`src/rtl/slv_burst_scheduler.sv`:
```
// ----------------------------------------------------------------------------
// slv_burst_scheduler
//
// Purpose: arbitrates two burst sources (slv0/slv1) onto one datapath.
// A round-robin decision in IDLE picks the owner and latches its mode.
// Beats are then accepted from that owner until BURST_LEN beats have
// been taken or the owner drops its request. The scheduler then waits
// for the downstream engine to report completion.
//
// Optional feature (macro SCHED_TIMEOUT_EN): a watchdog limits the time
// spent waiting for completion to TIMEOUT_CYC cycles. If the watchdog
// expires, it raises the sticky sched_err flag and returns to IDLE.
// Without the macro the wait is unbounded and sched_err is tied to 0.
//
// Ports:
//   clk, rst_n               clock (rising edge), async active-low reset
//   slv0_req / slv1_req      source has a burst pending
//   slv0_mode / slv1_mode    mode requested by each source
//   beat_valid               a beat is presented by the granted source
//   fifo_full                output FIFO cannot accept data
//   mstr0_cmplt              downstream processing finished the burst
//   slv0_gnt / slv1_gnt      beat acceptance grant per source
//   data_source              owner of the datapath (0 = slv0, 1 = slv1)
//   slvx_mode                mode latched for the active burst
//   stall                    grant withheld because fifo_full is high
//   burst_done               one-cycle pulse after completion is seen
//   sched_err                sticky watchdog error
//   dbg_state                FSM state (0 IDLE, 1 GRANT, 2 WAIT_CMPLT)
//   dbg_beat_cnt             beats accepted in the current/last burst
//
// Handshake: a beat is transferred on a rising edge where the owner's gnt
// and beat_valid are both high. The gnt signal is high only in GRANT with
// fifo_full low. A beat_valid with gnt low is not a transfer and is ignored.
// ----------------------------------------------------------------------------
module slv_burst_scheduler #(
    parameter int BURST_LEN   = 16,
    parameter int TIMEOUT_CYC = 255
) (
    input  logic       clk,
    input  logic       rst_n,
    input  logic       slv0_req,
    input  logic       slv1_req,
    input  logic [1:0] slv0_mode,
    input  logic [1:0] slv1_mode,
    input  logic       beat_valid,
    input  logic       fifo_full,
    input  logic       mstr0_cmplt,
    output logic       slv0_gnt,
    output logic       slv1_gnt,
    output logic       data_source,
    output logic [1:0] slvx_mode,
    output logic       stall,
    output logic       burst_done,
    output logic       sched_err,
    output logic [1:0] dbg_state,
    output logic [8:0] dbg_beat_cnt
);

    typedef enum logic [1:0] {
        ST_IDLE       = 2'd0,
        ST_GRANT      = 2'd1,
        ST_WAIT_CMPLT = 2'd2
    } state_t;

    // The beat that reaches BURST_LEN is the one accepted while the count
    // still reads BURST_LEN-1.
    localparam logic [8:0] LP_LAST_BEAT = 9'(BURST_LEN - 1);

    // Reject illegal configurations at elaboration time.
    if (BURST_LEN < 2 || BURST_LEN > 256 || TIMEOUT_CYC < 1 || TIMEOUT_CYC > 255) begin : g_bad_params
        $error("slv_burst_scheduler: BURST_LEN or TIMEOUT_CYC out of range");
    end

    state_t     r_state;
    state_t     w_state_nxt;
    logic       r_data_source;
    logic [1:0] r_mode;
    logic [8:0] r_beat_cnt;
    logic       r_last_src;
    logic       r_burst_done;

    logic       w_winner;
    logic       w_own_req;
    logic       w_accept;
    logic       w_pick;
    logic       w_release;
    logic       w_done_nxt;
    logic       w_gnt;
    logic       w_stall;
    logic       w_timeout;

    // On a tie the source that did not own the previous burst wins; a lone
    // requester wins regardless of history.
    assign w_winner  = (slv0_req && slv1_req) ? ~r_last_src : slv1_req;
    assign w_own_req = r_data_source ? slv1_req : slv0_req;
    assign w_accept  = (r_state == ST_GRANT) && !fifo_full && beat_valid;

`ifdef SCHED_TIMEOUT_EN
    localparam logic [7:0] LP_TO_LAST = 8'(TIMEOUT_CYC - 1);

    logic [7:0] r_wait_cnt;
    logic       r_sched_err;

    // Counter reads k during the (k+1)-th WAIT_CMPLT cycle, so the
    // watchdog fires after exactly TIMEOUT_CYC cycles of waiting.
    assign w_timeout = (r_state == ST_WAIT_CMPLT) && !mstr0_cmplt &&
                       (r_wait_cnt == LP_TO_LAST);

    always_ff @(posedge clk or negedge rst_n) begin
        if (!rst_n) begin
            r_wait_cnt  <= 8'd0;
            r_sched_err <= 1'b0;
        end else begin
            if (r_state == ST_WAIT_CMPLT) begin
                r_wait_cnt <= r_wait_cnt + 8'd1;
            end else begin
                r_wait_cnt <= 8'd0;
            end
            if (w_timeout) begin
                r_sched_err <= 1'b1;
            end
        end
    end

    assign sched_err = r_sched_err;
`else
    assign w_timeout = 1'b0;
    assign sched_err = 1'b0;
`endif

    always_ff @(posedge clk or negedge rst_n) begin
        if (!rst_n) begin
            r_state       <= ST_IDLE;
            r_data_source <= 1'b0;
            r_mode        <= 2'd0;
            r_beat_cnt    <= 9'd0;
            r_last_src    <= 1'b1;
            r_burst_done  <= 1'b0;
        end else begin
            r_state      <= w_state_nxt;
            r_burst_done <= w_done_nxt;
            if (w_pick) begin
                r_data_source <= w_winner;
                r_mode        <= w_winner ? slv1_mode : slv0_mode;
                r_beat_cnt    <= 9'd0;
            end else if (w_accept) begin
                r_beat_cnt <= r_beat_cnt + 9'd1;
            end
            if (w_release) begin
                r_last_src <= r_data_source;
            end
        end
    end

    always_comb begin
        w_state_nxt = r_state;
        w_pick      = 1'b0;
        w_release   = 1'b0;
        w_done_nxt  = 1'b0;
        w_gnt       = 1'b0;
        w_stall     = 1'b0;
        case (r_state)
            ST_IDLE: begin
                if (slv0_req || slv1_req) begin
                    w_pick      = 1'b1;
                    w_state_nxt = ST_GRANT;
                end
            end
            ST_GRANT: begin
                w_gnt   = !fifo_full;
                w_stall = fifo_full;
                // A beat accepted in the same cycle the request drops is
                // still counted (the counter update is independent).
                if ((w_accept && r_beat_cnt == LP_LAST_BEAT) || !w_own_req) begin
                    w_state_nxt = ST_WAIT_CMPLT;
                end
            end
            ST_WAIT_CMPLT: begin
                if (mstr0_cmplt) begin
                    w_done_nxt  = 1'b1;
                    w_release   = 1'b1;
                    w_state_nxt = ST_IDLE;
                end else if (w_timeout) begin
                    w_release   = 1'b1;
                    w_state_nxt = ST_IDLE;
                end
            end
            default: begin
                w_state_nxt = ST_IDLE;
            end
        endcase
    end

    assign slv0_gnt     = w_gnt && !r_data_source;
    assign slv1_gnt     = w_gnt && r_data_source;
    assign stall        = w_stall;
    assign data_source  = r_data_source;
    assign slvx_mode    = r_mode;
    assign burst_done   = r_burst_done;
    assign dbg_state    = r_state;
    assign dbg_beat_cnt = r_beat_cnt;

endmodule

```
`config.mk`:
```
export PLATFORM = sky130hd
export DESIGN_NAME = slv_burst_scheduler
export DESIGN_NICKNAME = d
export VERILOG_FILES = /design/src/rtl/slv_burst_scheduler.sv
export SDC_FILE = /design/constraint.sdc
export NUM_CORES = 1
export LEC_CHECK = 0
export BUFFER_PORTS_ARGS = -buffer_cell sky130_fd_sc_hd__clkbuf_2
export CAP_MARGIN = 10
export CORE_MARGIN = 2
export CORE_UTILIZATION = 50
export CTS_BUF_LIST = sky130_fd_sc_hd__clkbuf_4
export DETAILED_ROUTE_END_ITERATION = 7
export GPL_TIMING_DRIVEN = 0
export PLACE_DENSITY = 0.9
export SLEW_MARGIN = 5
export SYNTH_ARGS = -nofsm -noshare
export SYNTH_HDL_FRONTEND = slang
export SYNTH_SLANG_ARGS = --single-unit
```
`constraint.sdc`:
```
create_clock -name clk -period 1.8 [get_ports clk]
set_input_delay 0.18 -clock clk [delete_from_list [all_inputs] [get_ports clk]]
set_output_delay 0.18 -clock clk [all_outputs]
set_load 0.03 [all_outputs]
```
# After elaboration in Yosys (flattened, before gate mapping)
# Cells that the tools add are included.
dict set report totals {
  regBits 16
  inputBits 11
  out_inout_bits 19
  word_cells 43
}
dict set report op_classes {
  add_sub_neg 1
  eq_ne 6
  muxes 15
  n_bitwise 1
  n_reduce_logical 14
}
# op count
set op_table {}
lappend op_table {{9-bit two-way mux} 2}
lappend op_table {{9-bit by 1-bit adder with 9-bit output (second input constant)} 1}
lappend op_table {{9-bit by 4-bit == test with 1-bit output (second input constant)} 1}
lappend op_table {{1-bit two-way mux} 8}
lappend op_table {{2-bit two-way mux} 4}
lappend op_table {{1-bit logical AND} 6}
lappend op_table {{2-bit case mux with 3 select lines} 1}
lappend op_table {{2-bit != test (second input constant)} 2}
lappend op_table {{1-bit logical NOT} 3}
lappend op_table {{3-bit AND reduction} 1}
lappend op_table {{2-bit by 1-bit == test with 1-bit output (second input constant)} 1}
lappend op_table {{2-bit == test (second input constant)} 1}
lappend op_table {{2-bit logical NOT} 1}
lappend op_table {{1-bit logical OR} 2}
lappend op_table {{2-bit by 1-bit != test with 1-bit output (second input constant)} 1}
lappend op_table {{2-bit nonzero test} 1}
lappend op_table {{1-bit NOT} 1}

# Logic depth before layout (Yosys ltp)
# Gate-level depths: netlist (run 1).
dict set report depth {
  ltp_word 7
  ltp_mapped 5
  ltp_nobuf 5
}

# Least setup slack after synthesis (run 1)
# OpenSTA, ideal clock, no wires.
dict set report synth_path {
  kind {flip-flop to flip-flop}
  from {reg r_state[1] (netlist: dbg_state[1])}
  to {reg r_state[0] (netlist: dbg_state[0])}
  arrival_ns 1.629
  t_required_ns 1.680
  slack_ns 0.050
  stages_incl_launch_ff 5
  synth_period_minus_slack_ns 1.750
  cell_sequence {dfrtp_1 -> and4bb_4 -> nand4_4 -> or3_1 -> a41o_1}
}
dict set report synth_between {
  elab_chain_cells 7
  word_cells_on_any_way 12
  cone_classes {eq/ne: 5; mux: 1; reduce/logical: 6}
}
# item line
set synth_rtl {}
lappend synth_rtl {{start, declared} 74} ;# state_t r_state;
lappend synth_rtl {{start signal, assigned} 140} ;# r_state <= w_state_nxt;
lappend synth_rtl {{2-bit by 1-bit == test with 1-bit output} {96, 162}}
lappend synth_rtl {{1-bit logical AND (2 in a row)} 96} ;# assign w_accept = (r_state == ST_GRANT) && !fifo_full && beat_valid;
lappend synth_rtl {{1-bit logical AND} 174} ;# if ((w_accept && r_beat_cnt == LP_LAST_BEAT) || !w_own_req) begin
lappend synth_rtl {{1-bit logical OR} 174}
lappend synth_rtl {{2-bit by 1-bit != test with 1-bit output (no source line)} n/a}
lappend synth_rtl {{3-bit AND reduction (no source line)} n/a}
# Parallel ways exist; a longest one is shown, timed or not.
# A chain may end at the register's enable or synchronous reset.

# Worst setup path in the final report (run 1)
# Same ends and word-level chain as after synthesis.

==> results of run 1 <==
==> flip-flops by register name, indices dropped and copies added, names as in the netlist <==
name	flops
r_last_src	1
dbg_beat_cnt	9
burst_done	1
data_source	1
slvx_mode	2
dbg_state	2
==> layout make-up <==
cell class / instances / area, sq um
Tap cell: 16 / 20.0
Timing Repair Buffer: 29 / 150
Fill cell: 110 / 512
Inverter: 3 / 11.3
Buffer: 2 / 11.3
Clock buffer: 3 / 22.5
Multi-Input combinational cell: 56 / 392
Sequential cell: 16 / 402
Clock inverter: 1 / 3.75
==> cells by family (layout without fill, tap and decap cells) <==
family / after synthesis / in the layout / synth area share [%]
and+or+nand+nor: 34 / 34 / 25.0
DFF: 16 / 16 / 49.2
xor gates and xnor gates: 8 / 8 / 8.59
AOI/OAI and AO/OA: 7 / 7 / 5.98
muxes: 5 / 5 / 6.44
buffers and inverters: 5 / 38 / 2.76
adders and majority gates: 1 / 1 / 1.53
other: 1 / 1 / 0.460
==> where the power goes <==
group | switching (mW) | leakage (nW) | internal, mW
Sequential | 0.104 | 0.209 | 0.454
Combinational | 0.408 | 0.319 | 0.203
Clock | 0.112 | 0.0154 | 0.0806
==> layer usage <==
| layer | vias to the layer above | wire [um] | track usage [%] |
|---|---|---|---|
| met5 | - | 0 | 0 |
| met4 | 0 | 67 | 14.5 |
| met3 | 6 | 49 | 2.86 |
| met2 | 21 | 946 | 35.9 |
| met1 | 343 | 728 | 26.0 |
| li1 | 338 | - | - |
==> through the flow <==
| step | cell area [sq um] | hold WS [ns] | util [%] |
|---|---|---|---|
| after floorplan | 816 | -0.116 | - |
| after global placement | 976 | 0.114 | 64.0 |
| after detailed placement | 976 | 0.121 | 64.0 |
| after CTS | 1010 | 0.101 | 66.4 |
| after global routing | 1010 | 0.116 | 66.4 |
| final | 1010 | 0.101 | 66.4 |
==> worst min-delay path by stage <==
stage                             endpoint  slack [ns]  depth (start not counted)
3_3_place_gp   dbg_beat_cnt[3]$_DFFE_PN0P_        0.11                          1
5_1_grt               burst_done$_DFF_PN0_        0.12                          3
4_1_cts               burst_done$_DFF_PN0_        0.10                          3
2_1_floorplan         burst_done$_DFF_PN0_       -0.12                          0
3_5_place_dp   dbg_beat_cnt[2]$_DFFE_PN0P_        0.12                          1
6_report              burst_done$_DFF_PN0_        0.10                          3
==> repair_timing <==
item | 4_1_cts | 5_1_grt
hold endpoints to repair | 15 | 0
setup buffers | 0 | 0
hold buffers | 1 | 0
==> worst max-delay path, stage by stage (launching register included) <==
cell	delay (ns)
dfrtp_1	0.46
and4bb_4	0.40
nand4_4	0.12
or3_1	0.39
a41o_1	0.25
==> placed cells by master (no fill, tap or decap), types with 2 or more instances in the layout <==
| cell type | netlist | layout |
|---|---|---|
| and3_1 | 2 | 2 |
| clkbuf_2 | 0 | 28 |
| a21oi_1 | 2 | 2 |
| nand4_1 | 2 | 2 |
| inv_1 | 3 | 3 |
| mux2_2 | 2 | 2 |
| mux2i_1 | 3 | 3 |
| xor2_1 | 7 | 7 |
| dfrtp_1 | 15 | 15 |
| nand2_1 | 3 | 3 |
| nor3_1 | 2 | 2 |
| clkbuf_4 | 0 | 3 |
| nor2_1 | 13 | 13 |
| nand3_1 | 3 | 3 |
==> reports/metrics.yaml, run 1 <==
cts_buffers: 3
post_synth.cell_area_avg_sq_um: 10.6
p_leak_nw: 0.542
synthToLayoutAreaGrowth_pct: 24.1
power_density_nw_per_um2: 1350
fin_crit_ns: 1.71
reg2reg_slack_ns: 0.09
rows: 14
antenna_cells: 0
htreeDepth: 1
clk_pin_slew_ns: 0.09
pre_cts_ws_ns: 0.110
hold_viol: 0
gp_congestion: 0.788
ys.flop_type: "dfrtp_1"
endpoint_kind: "flip-flop"
synth_area_sq_um: 816
synth.area.top_cells: "dfrtp_1 46%, xor2_1 7.5%, nor2_1 6.0%, mux2i_1 3.7%, dfstp_2 3.2%"
cts_tree: "built"
cp.arrival_ns: 1.89
root_buffer: "clkbuf_4"
setup_ws_ns: 0.0928
grt_pass1_vias: 717
syn-instance-count: 77
grt_max_degree: 17
fin_worst_skew_ns: 0.00631
dieArea_sq_um: 1970
max-vdd-ir-drop_mv: 0.799
async_flop_share_pct: 100
dp.cells: 121
clockBufferDepth: 2
min_path_type: "primary input to flip-flop"
cp-start-kind: "flip-flop"
wl_um: 1790
yosysWarnings: 0
coreArea_sq_um: 1520
grt_use_total_pct: 21.6
status: "complete, no violations"
synth_seq_area_share_pct: 49.2
cts_resized: 0
vias: 708
yosysUniqueCellTypes: 32
synth_edf_count: 0
r2r_cells: 4
path_class: "flip-flop to flip-flop"
grt_setup_unrepaired: "no"
grt_overflow: 0
die_h_um: 44.4
critPathMaxFanout: 7
drtIter0Drc: 11
cts_num_sinks: 16
yosysMostFrequentCell: "dfrtp_1"
stdcell_count: 126
cap_violations: 0
ios: 30
wire_per_inst_um: 14.2
startpoint: "dbg_state[1]$_DFFE_PN0P_"
r2r-end: "dbg_state[0]$_DFFE_PN0P_"
power_mw: 1.36
antenna_found_initial: 0
clock_latency_ns: 0.29
grt_first_pass_wirelength_um: 3080
start_util_pct: 53.5
max_freq_mhz: 586
drv_slew: 0
required_ns: 1.99
netlist.area_leader.share_pct: 46.0
io_buffer_count: 28
r2r-start: "dbg_state[1]$_DFFE_PN0P_"
yosys.area.top_type: "dfrtp_1"
ys_ff_latch: 16
via_per_inst: 5.62
cp-endpoint: "dbg_state[0]$_DFFE_PN0P_"
fin_tns_setup_ns: 0
min_from: "mstr0_cmplt"
firstDrtPassIters: 5
drive_gt1_share_pct: 35.5
synth_commonest_cells: "15 x dfrtp_1, 13 x nor2_1, 7 x xor2_1"
syn_nets: 89
die_x_um: 44.4
finalCritPeriodShare_pct: 94.8
drc_errors: 0
setup_viol: 0
postRouteAntennaNets: 0
hpwl_um: 1320
num-nets-final: 123
No activity file was read; power rests on OpenSTA's default activity.
==> run 2, diff against run 1 <==
--- a/config.mk
+++ b/config.mk
@@ -5,14 +5,15 @@
 export SDC_FILE = /design/constraint.sdc
 export NUM_CORES = 1
 export LEC_CHECK = 0
+export ABC_AREA = 1
 export BUFFER_PORTS_ARGS = -buffer_cell sky130_fd_sc_hd__clkbuf_2
 export CAP_MARGIN = 10
 export CORE_MARGIN = 2
-export CORE_UTILIZATION = 50
+export CORE_UTILIZATION = 47
 export CTS_BUF_LIST = sky130_fd_sc_hd__clkbuf_4
 export DETAILED_ROUTE_END_ITERATION = 7
 export GPL_TIMING_DRIVEN = 0
-export PLACE_DENSITY = 0.9
+export PLACE_DENSITY = 0.86
 export SLEW_MARGIN = 5
 export SYNTH_ARGS = -nofsm -noshare
 export SYNTH_HDL_FRONTEND = slang
==> constraint.sdc (replaced) <==
create_clock -name clk -period 1.5 [get_ports clk]
set_input_delay 0.15 -clock clk [delete_from_list [all_inputs] [get_ports clk]]
set_output_delay 0.15 -clock clk [all_outputs]
set_load 0.03 [all_outputs]
==> run 2 against run 1 <==
  * Cell count up 52%
  * Largest cell class is now multi-input gates
  * Critical path depth stayed put
  * Combinational power grew 36%
  * Register-to-register slack improved by 0.08 ns
  * Non-clock buffer count unchanged
  * Core utilization decreased by 5.4 points
  * Die area rose by 21%
  * Global-route usage is 1.5 points lower
  * Total power is 26% higher
  * Clock-buffer cell count unchanged
  * Routed wire length up 17%
  * Highest routed layer is now met3
==> reports/metrics.yaml, run 2 <==
internal_power_mw: 0.895
grt_pass1_vias: 935
hold_depth: 3
p_leak_nw: 0.667
wl_um: 2090
min_to: "slvx_mode[0]$_DFFE_PN0P_"
largest_register_ffs: 9
root_buffer: "clkbuf_4"
grt_use_met2_pct: 35.4
yosysUniqueCellTypes: 25
power_mw: 1.72
hold_viol: 0
drive_gt1_share_pct: 28.7
cp.arrival_ns: 1.26
yosysMostFrequentCell: "nand2_1"
hpwl_um: 1650
reg2reg_slack_ns: 0.17
max-vdd-ir-drop_mv: 1.04
status: "complete, no violations"
cap_violations: 0
cts_num_sinks: 16
grt_busiest_layer: "met2"
ios: 30
clk_pin_slew_ns: 0.09
grt_setup_unrepaired: "no"
cts_buffers: 3
final_cell_mix: "34 x nand2_1, 27 x clkbuf_2, 21 x inv_1"
finalCritPeriodShare_pct: 94.2
max_freq_mhz: 708
die_x_um: 48.9
ys.flop_type: "dfrtp_1"
antenna_found_initial: 0
power_switching_mw: 0.827
yosysWarnings: 0
syn_nets: 143
coreArea_sq_um: 1920
crit_chain: "inv_2 > nand3_2 > nor2_1 > clkbuf_2"
antenna_cells: 0
fin_crit_ns: 1.41
yosys.area.top_type: "dfrtp_1"
syn-instance-count: 131
switching_share_pct: 48.0
drc_errors: 0
num-nets-final: 177
synth_commonest_cells: "34 x nand2_1, 21 x inv_1, 15 x dfrtp_1, 14 x nor2_1, 8 x nand4_1"
cpPeakStageDelay_ns: 0.46
required_ns: 1.35
firstDrtPassIters: 4
r2r-start: "dbg_beat_cnt[0]$_DFFE_PN0P_"
grt_use_total_pct: 20.1
critPathMaxFanout: 6
start_util_pct: 49.2
wire_per_inst_um: 11.0
pwr-share-seq_pct: 38.4
combPwrFrac_pct: 48.2
path_class: "flip-flop to output port"
path_buf_inv: 2
fin_tns_setup_ns: 0
io_buffer_count: 28
r2r-end: "dbg_beat_cnt[4]$_DFFE_PN0P_"
vias: 962
use_met3_pct: 3.68
slowest_stage: "dfrtp_2"
clockPowerShare_pct: 13.4
gp_congestion: 0.875
synthToLayoutAreaGrowth_pct: 23.9
via_per_inst: 5.04
clockBufferDepth: 2
async_flop_share_pct: 100
cp-start-kind: "flip-flop"
cts_tree: "built"
synth_seq_area_share_pct: 42.5
min_from: "slv1_mode[0]"
grt_first_pass_wirelength_um: 3800
grt_overflow: 0
die_h_um: 48.9
fin_worst_skew_ns: 0.00346
mostFrequentLayoutCell: "nand2_1"
dieArea_sq_um: 2390
use_met1_pct: 23.8
power_density_nw_per_um2: 1470
postRouteAntennaNets: 0
fill_cells: 194
rows: 16
synth.area.top_cells: "dfrtp_1 40%, nand2_1 13%, inv_1 8.3%, nor2_1 5.6%, nand4_1 5.3%"
synth_area_sq_um: 946
endpoint_kind: "output port"
setup_viol: 0
clock_latency_ns: 0.28
min_path_type: "primary input to flip-flop"
htreeDepth: 1
post_synth.cell_area_avg_sq_um: 7.22
grt_max_degree: 17
crit_family: "flip-flops"
synth_edf_count: 0
netlist.area_leader.share_pct: 39.7
drv_slew: 0
drtIter0Drc: 16
ys_ff_latch: 16
r2r_cells: 6
[run 2: cell type report]
cell class	count	area, sq um	area share (%)
inverters	23	86.3	7.36
multi-input cells	90	454	38.7
clock inverters	1	3.75	0.320
flip-flops and latches	16	403	34.4
well taps	27	33.8	2.88
plain buffers	2	18.8	1.60
repair buffers	29	150	12.8
clock buffers	3	22.5	1.92
[run 2: per-stage QoR]
step / utilization [%] / cells / hold WS (ns) / setup WS [ns] / cell area (sq um)
2_1_floorplan: - / 131 / -0.146 / 0.0183 / 951
3_3_place_gp: 58.5 / 186 / 0.0923 / 0.117 / 1120
3_5_place_dp: 58.5 / 186 / 0.0998 / 0.0664 / 1120
4_1_cts: 60.4 / 191 / 0.136 / 0.0386 / 1160
5_1_grt: 61.0 / 191 / 0.175 / 0.00108 / 1170
6_report: 61.0 / 191 / 0.138 / 0.0867 / 1170
[run 2: worst max path at each step]
stage                                      startpoint                     endpoint  slack [ns]  cells after the start
after floorplan           dbg_beat_cnt[0]$_DFFE_PN0P_  dbg_beat_cnt[4]$_DFFE_PN0P_        0.02                      6
after global placement    dbg_beat_cnt[0]$_DFFE_PN0P_  dbg_beat_cnt[4]$_DFFE_PN0P_        0.12                      6
after detailed placement  dbg_beat_cnt[0]$_DFFE_PN0P_  dbg_beat_cnt[4]$_DFFE_PN0P_        0.07                      6
after CTS                 dbg_beat_cnt[0]$_DFFE_PN0P_  dbg_beat_cnt[4]$_DFFE_PN0P_        0.04                      6
after global routing         dbg_state[1]$_DFFE_PN0P_                     slv1_gnt       0.001                      4
final                        dbg_state[1]$_DFFE_PN0P_                     slv1_gnt        0.09                      4
[run 2: worst reg2reg max path, stage by stage, from the launching register on]
cell     delay [ns]
dfrtp_1        0.42
ha_2           0.24
nand2_1        0.11
nor2_4         0.14
inv_1          0.07
nor3b_1        0.19
nor2_1         0.07
[run 2: logic make-up (layout without fill, tap and decap cells)]
kind of cell             after synthesis  in the layout  synth area share (%)
AND/OR/NAND/NOR                       72             72                  35.3
other                                  1              1                 0.396
buffers and inverters                 25             58                  11.1
adder cells (fa/ha/maj)                1              1                  1.32
flip-flops                            16             16                  42.5
AO/OA/AOI/OAI                         16             16                  9.39
[run 2: repair_timing]
action / in CTS / in global routing
hold buffers: 1 / 0
resized for setup: 0 / 5
endpoints found under the hold margin: 15 / 0
endpoints found under the setup margin: 0 / 5
buffers inserted: 0 / 0
[run 2: layer usage]
| metal | part of all wire [%] | vias up |
|---|---|---|
| li1 | - | 486 |
| met1 | 44 | 444 |
| met2 | 51 | 32 |
| met3 | 5.5 | 0 |
| met4 | 0 | 0 |
| met5 | 0 | - |
[run 2: power by group through the flow]
stage | Sequential, mW | Combinational, mW | Clock, mW
floorplan | 0.829 | 0.425 | 0
finish | 0.661 | 0.829 | 0.231
global route | 0.680 | 0.911 | 0.259
global placement | 0.659 | 0.805 | 0
detailed placement | 0.666 | 0.831 | 0
CTS | 0.659 | 0.833 | 0.240
==> run 3, diff against run 2 <==
--- a/config.mk
+++ b/config.mk
@@ -7,7 +7,7 @@
 export LEC_CHECK = 0
 export ABC_AREA = 1
 export BUFFER_PORTS_ARGS = -buffer_cell sky130_fd_sc_hd__clkbuf_2
-export CAP_MARGIN = 10
+export CAP_MARGIN = 30
 export CORE_MARGIN = 2
 export CORE_UTILIZATION = 47
 export CTS_BUF_LIST = sky130_fd_sc_hd__clkbuf_4
==> constraint.sdc (replaced) <==
create_clock -name clk -period 1.5 [get_ports clk]
set_input_delay 0.3 -clock clk [delete_from_list [all_inputs] [get_ports clk]]
set_output_delay 0.3 -clock clk [all_outputs]
set_load 0.03 [all_outputs]
==> run 3 against run 2 <==
  * Setup slack got worse by 0.060 ns
  * Highest routed layer is now met4
  * Critical path type unchanged
  * Clock power hardly changed
  * Global-route usage is 1.1 points higher
==> reports/metrics.yaml, run 3 (same netlist as run 2, synthesis figures left out) <==
grt_pass1_vias: 972
grt_first_pass_wirelength_um: 3980
grt_overflow: 0
hold_viol: 0
drive_gt1_share_pct: 31.7
coreArea_sq_um: 1920
endpoint_kind: "output port"
fin_worst_skew_ns: 0.00349
hpwl_um: 1650
synthToLayoutAreaGrowth_pct: 30.3
max-vdd-ir-drop_mv: 1.07
wl_met2_um: 1160
clockBufferDepth: 2
final_cell_mix: "34 x nand2_1, 25 x clkbuf_2, 21 x inv_1"
antenna_cells: 0
postRouteAntennaNets: 0
power_density_nw_per_um2: 1490
status: "complete, no violations"
cts_num_sinks: 16
antenna_found_initial: 0
min_path_type: "primary input to flip-flop"
drc_errors: 0
clk_pin_slew_ns: 0.09
wl_met3_um: 107
die_x_um: 48.9
cap_violations: 0
wl_um: 2250
cp.arrival_ns: 1.17
die_h_um: 48.9
largest_register_ffs: 9
firstDrtPassIters: 4
required_ns: 1.20
via_per_inst: 5.07
num-nets-final: 180
rows: 16
mostFrequentLayoutCell: "nand2_1"
io_buffer_count: 28
finalCritPeriodShare_pct: 98.2
grt_setup_unrepaired: "yes"
ios: 30
clock_latency_ns: 0.28
p_leak_nw: 0.685
final_core_util_pct: 64.1
setup_viol: 0
vias: 984
root_buffer: "clkbuf_4"
topRoutingLayerUsed: "met4"
grt_max_degree: 17
critPathMaxFanout: 4
cts_buffers: 3
dieArea_sq_um: 2390
gp_congestion: 0.875
grt_use_total_pct: 21.2
drtIter0Drc: 23
htreeDepth: 1
path_class: "flip-flop to output port"
fin_crit_ns: 1.47
cts_tree: "built"
drv_slew: 0
fin_tns_setup_ns: 0
wire_per_inst_um: 11.6
cp-start-kind: "flip-flop"
start_util_pct: 49.2
wl_met1_um: 958
max_freq_mhz: 679
==> run 3: area by class of cell <==
class                           count  area (sq um)
Buffer                              2          18.8
Clock buffer                        3          22.5
Clock inverter                      1          3.75
Fill cell                         183           689
Inverter                           23          86.3
Multi-Input combinational cell     90           472
Sequential cell                    16           404
Tap cell                           27          33.8
Timing Repair Buffer               32           191
==> run 3: metal layers <==
metal | GRT usage [%] | up-vias
met5 | 0 | -
met4 | 10.5 | 0
met3 | 3.68 | 2
met2 | 37.7 | 26
met1 | 24.4 | 465
li1 | - | 491
==> run 3: through the flow <==
stage	worst slack [ns]	instance area [sq um]	instances	total power, mW	hold slack, ns
finish	0.0267	1230	194	1.84	0.288
global route	-0.0295	1230	194	1.97	0.325
detailed placement	0.0664	1120	186	1.50	0.250
floorplan	0.0183	951	131	1.25	0.00441
global placement	0.117	1120	186	1.46	0.242
CTS	-0.0121	1200	193	1.80	0.286
==> run 3: path summary, 6_finish.rpt <==
| check | startpoint | end | slack [ns] | depth (start not counted) |
|---|---|---|---|---|
| worst max-delay path | dbg_state[1]$_DFFE_PN0P_ | slv0_gnt | 0.03 | 4 |
| worst min-delay path | slv1_mode[0] | slvx_mode[0]$_DFFE_PN0P_ | 0.29 | 3 |
| worst max register to register | dbg_state[1]$_DFFE_PN0P_ | dbg_state[1]$_DFFE_PN0P_ | 0.12 | 8 |
| max in group asynchronous | rst_n | r_last_src$_DFFE_PN1P_ | 0.72 | 2 |
| min in group asynchronous | rst_n | dbg_beat_cnt[3]$_DFFE_PN0P_ | 0.46 | 2 |
| worst min register to register | slvx_mode[0]$_DFFE_PN0P_ | slvx_mode[0]$_DFFE_PN0P_ | 0.49 | 2 |
==> run 3: what timing repair did <==
action / 4_1_cts / 5_1_grt
setup endpoints to repair: 3 / 6
buffers inserted: 2 / 1
pin swaps: 1 / 1
endpoints found under the hold margin: 15 / 0
resized for setup: 7 / 11
hold buffers: 1 / 0
==> run 3: power by group <==
part	internal (mW)	switching, mW	leakage, nW
sequential	0.552	0.118	0.209
combinational	0.315	0.627	0.461
clock	0.0966	0.134	0.0154
==> run 3: critical path: stages (launching register included) <==
cell     delay (ns)
dfrtp_2        0.45
inv_2          0.10
nand3_4        0.09
nor2_2         0.12
buf_6          0.14
